==> config.mk <==
export PLATFORM = sky130hd
export DESIGN_NAME = date_counter
export DESIGN_NICKNAME = d
export VERILOG_FILES = /design/src/rtl/date_counter.sv
export SDC_FILE = /design/constraint.sdc
export NUM_CORES = 1
export LEC_CHECK = 0
export BUFFER_PORTS_ARGS = -buffer_cell sky130_fd_sc_hd__buf_2
export CAP_MARGIN = 20
export CORE_MARGIN = 4
export CORE_UTILIZATION = 56
export DETAILED_ROUTE_END_ITERATION = 6
export PLACE_DENSITY = 0.85
export SLEW_MARGIN = 10
export SYNTH_ARGS = -nofsm -noshare
export SYNTH_HDL_FRONTEND = slang
export SYNTH_SLANG_ARGS = --single-unit
export TNS_END_PERCENT = 5
==> constraint.sdc <==
create_clock -name clk -period 5.7 [get_ports clk]
set_clock_uncertainty 0.05 [all_clocks]
set_input_delay 1.14 -clock clk [delete_from_list [all_inputs] [get_ports clk]]
set_output_delay 1.14 -clock clk [all_outputs]
set_load 0.05 [all_outputs]
==> src/rtl/date_counter.sv <==
// Day/month/year counter for the millennium clock. It advances on day_tick,
// accepts a clamped user load, and takes the month length from leap_year_check.
module date_counter #(
  parameter int YEAR_MAX = 974,
  parameter int MONTH_W  = 6
) (
  input  logic               clk,
  input  logic               rst_n,
  input  logic               day_tick,
  input  logic               load,
  input  logic [4:0]         load_day,
  input  logic [MONTH_W-1:0] load_month,
  input  logic [9:0]         load_year,
  input  logic [4:0]         max_day,
  output logic [4:0]         day,
  output logic [MONTH_W-1:0] month,
  output logic [9:0]         year,
  output logic               year_wrap,
  output logic               busy
);

  typedef enum logic {RUN, CHECK} state_t;

  state_t             state;
  logic               pending;
  logic [4:0]         clamp_day;
  logic [MONTH_W-1:0] clamp_month;
  logic [9:0]         clamp_year;
  logic [4:0]         next_day;
  logic [MONTH_W-1:0] next_month;
  logic [9:0]         next_year;
  logic               next_wrap;

  // A 5-bit load_day can never exceed 31, so only the zero case needs fixing here.
  // The day-against-month clamp happens in CHECK, once max_day follows the new month.
  always_comb begin
    clamp_day   = (load_day == 5'd0) ? 5'd1 : load_day;
    clamp_month = (load_month == '0 || load_month > MONTH_W'(12)) ? MONTH_W'(1) : load_month;
    clamp_year  = (load_year > 10'(YEAR_MAX)) ? 10'(YEAR_MAX) : load_year;
  end

  always_comb begin
    next_day   = day + 5'd1;
    next_month = month;
    next_year  = year;
    next_wrap  = 1'b0;
    if (day >= max_day) begin
      next_day = 5'd1;
      if (month == MONTH_W'(12)) begin
        next_month = MONTH_W'(1);
        if (year == 10'(YEAR_MAX)) begin
          next_year = 10'd0;
          next_wrap = 1'b1;
        end else begin
          next_year = year + 10'd1;
        end
      end else begin
        next_month = month + MONTH_W'(1);
      end
    end
  end

  // A tick that lands in CHECK is remembered in pending and applied on return to RUN.
  always_ff @(posedge clk or negedge rst_n) begin
    if (!rst_n) begin
      state     <= RUN;
      day       <= 5'd1;
      month     <= MONTH_W'(1);
      year      <= 10'd0;
      year_wrap <= 1'b0;
      busy      <= 1'b0;
      pending   <= 1'b0;
    end else begin
      year_wrap <= 1'b0;
      case (state)
        RUN: begin
          if (load) begin
            day     <= clamp_day;
            month   <= clamp_month;
            year    <= clamp_year;
            pending <= 1'b0;
            state   <= CHECK;
            busy    <= 1'b1;
          end else if (day_tick || pending) begin
            day       <= next_day;
            month     <= next_month;
            year      <= next_year;
            year_wrap <= next_wrap;
            pending   <= 1'b0;
          end
        end
        CHECK: begin
          if (day > max_day) day <= max_day;
          if (day_tick) pending <= 1'b1;
          state <= RUN;
          busy  <= 1'b0;
        end
        default: begin
          state <= RUN;
          busy  <= 1'b0;
        end
      endcase
    end
  end

endmodule

==> out/metrics.csv <==
metric,value,unit
antenna_found_initial,0,
fin_total_pwr,947.3,µW
critPathLaunch,max_day[4],
crit_required,5.88,ns
reg2reg_to,year[0],
worst_slew_pin_slew,0.7427,ns
ant_nets,0,
routed-via-count,1967,
antenna_cells,0,
via_per_inst,6.325,
reg2reg_from,day[0],
relSlewSlack,50.34,%
syn_avg_cell_area,8.655,µm²
syn_nets,258,
core,3128,µm²
synthAdderAreaFrac,6.631,%
cp.arrival,3.11,ns
routed_wl,4859,µm
drt_iter0_markers,144,
setup_tns,0,ns
fin_ws,2.764,ns
post_cts_buffers,0,
dpl.hpwl,3595,µm
cts_buffer_depth,2,
cts-resized-gates,0,
place_ws,2.461,ns
drv_slew,0,
synth.ff_latch_count,25,
h-tree-depth,1,
wl_met2,2316,µm
dieHeight,66.05,µm
synth_area,1887,µm²
fmax,340.6,MHz
synth_cells,218,
synth_xor_xnor_area_share,0,%
finalHoldViolations,0,
yosys_warnings,0,
cts.sinks,25,
rr_worst_depth,7,
crit_type,input port to flip-flop,
cap_violations,0,
clk_latency,0.32,ns
rsz0062_at_grt,false,
track_usage,23.65,%
r2r_slack,3.13,ns
drive_gt1_share,25.47,%
routed.top_layer,met4,
crit_end,year[0],
io_pins,53,
status,"complete, no violations",
finalInstanceArea,2197,µm²
layout.nets,308,
tritoncts,done,
clk_pin_slew_worst_paths,0.14,ns
synth-simple-area-share,22.94,%
synth_mux_area_share,1.989,%
pwr_density_cell,431.2,nW/µm²
ys_types,51,
synth_ff_type,dfrtp_1,
peakVddDrop,0.2738,mV
wl_met3,379,µm
endpoint_kind,flip-flop,
synth_edf_count,0,
dr.pass1.iters,5,
finalCritPeriodShare,51.51,%
chipWidth,66.05,µm
ctsHoldBuffers,0,
rows,20,
ys_seq_area_share,33.29,%
grt_pass1_wl,8142,µm
die_area,4362,µm²
place_congestion,0.8941,
period_minus_slack,2.936,ns
min_path_type,flip-flop to flip-flop,
final_common_cell,buf_2,
synth-compound-area-share,30.11,%
synth_top_family_by_area,compound AO/OA/AOI/OAI gates,
setup_viol,0,
io_buffer_count,52,
numCtsBuffers,3,
cts_root_buf,clkbuf_4,
drc,0,
synthArstFlopShare,100.0,%
cp-start-kind,input port,
grt_max_degree,28,
routedWlPerCell,15.62,µm
overflow,0,
wl_met1,2112,µm
p_leak,1.031,nW
area_growth,16.45,%
grt_pass1_vias,1784,
final_cell_mix,"buf_2, dfrtp_1, nand3_1",
initial_core_util,60.32,%
dpl_cell_area,2171,µm²
utilization,70.24,%
crit_fanout,18,
## synthesized netlist by cell type, types with 2 or more instances
| cell | instances | area share (%) |
|---|---|---|
| nand3_1 | 16 | 4.2 |
| o31ai_1 | 2 | 0.80 |
| and3_1 | 5 | 1.7 |
| a31oi_1 | 6 | 2.0 |
| dfstp_2 | 2 | 2.8 |
| nand2b_1 | 4 | 1.3 |
| or4_1 | 3 | 1.2 |
| and2_1 | 3 | 0.99 |
| o21ai_0 | 9 | 2.4 |
| o31a_1 | 3 | 1.4 |
| a21oi_1 | 11 | 2.9 |
| nand2_1 | 15 | 3.0 |
| a32oi_1 | 2 | 0.93 |
| o221ai_1 | 3 | 1.4 |
| o2bb2ai_1 | 8 | 3.7 |
| o22ai_1 | 3 | 0.99 |
| clkbuf_1 | 3 | 0.60 |
| a311oi_1 | 3 | 1.4 |
| a22oi_1 | 2 | 0.80 |
| o211ai_1 | 7 | 2.8 |
| o21a_1 | 3 | 1.2 |
| a21o_1 | 2 | 0.80 |
| nor3_1 | 5 | 1.3 |
| nor2_1 | 15 | 3.0 |
| dfrtp_1 | 23 | 31 |
| buf_2 | 4 | 1.1 |
| ha_1 | 10 | 6.6 |
| a22o_1 | 5 | 2.3 |
| inv_1 | 15 | 3.0 |
| nand4_1 | 5 | 1.7 |
## report_power, final
part	total, mW	switching, mW	internal [mW]
combinational	0.532	0.368	0.164
clock	0.0835	0.0561	0.0274
sequential	0.332	0.0946	0.238
## state kept, by name (all words and copies together), names as in the netlist
name,flops
year,10
month,6
day,5
busy,1
pending,1
state,1
year_wrap,1
## critical path, cell delays in order
cell and delay (ns):
buf_2 0.09, inv_1 0.03, ha_1 0.32, nand3_1 0.19, o211ai_2 0.67, nand3_2 0.32, mux2_2 0.35
## logic make-up (layout without fill, tap and decap cells)
logic type,after synthesis,count (layout)
and+or+nand+nor,80,80
AOI/OAI and AO/OA,77,77
DFF,25,25
buffers and inverters,23,72
adders and majority gates,10,10
muxes,3,3
## routing by layer
metal,GRT usage (%),vias to the layer above
met5,0,-
met4,6.345,0
met3,3.061,6
met2,39.17,95
met1,32.38,933
li1,-,933
## cell type report
cell class,count,area [µm²]
Timing Repair Buffer,53,267.8
Fill cell,280,930.9
Inverter,15,56.30
Clock buffer,4,26.28
Multi-Input combinational cell,170,1164
Sequential cell,25,628.1
Tap cell,44,55.05
## worst min-delay path by stage
stage | startpoint | to | depth (start not counted)
2_1_floorplan | pending | pending | 1
3_3_place_gp | busy | busy | 2
3_5_place_dp | busy | busy | 2
4_1_cts | busy | busy | 2
5_1_grt | busy | busy | 2
6_report | busy | busy | 2
## stage by stage
step / hold WS (ns) / instances
floorplan: 0.4372 / 218
global placement: 0.4258 / 307
detailed placement: 0.4524 / 307
CTS: 0.4806 / 311
global route: 0.5180 / 311
finish: 0.4724 / 311
Power figures use the tool's default switching activity.
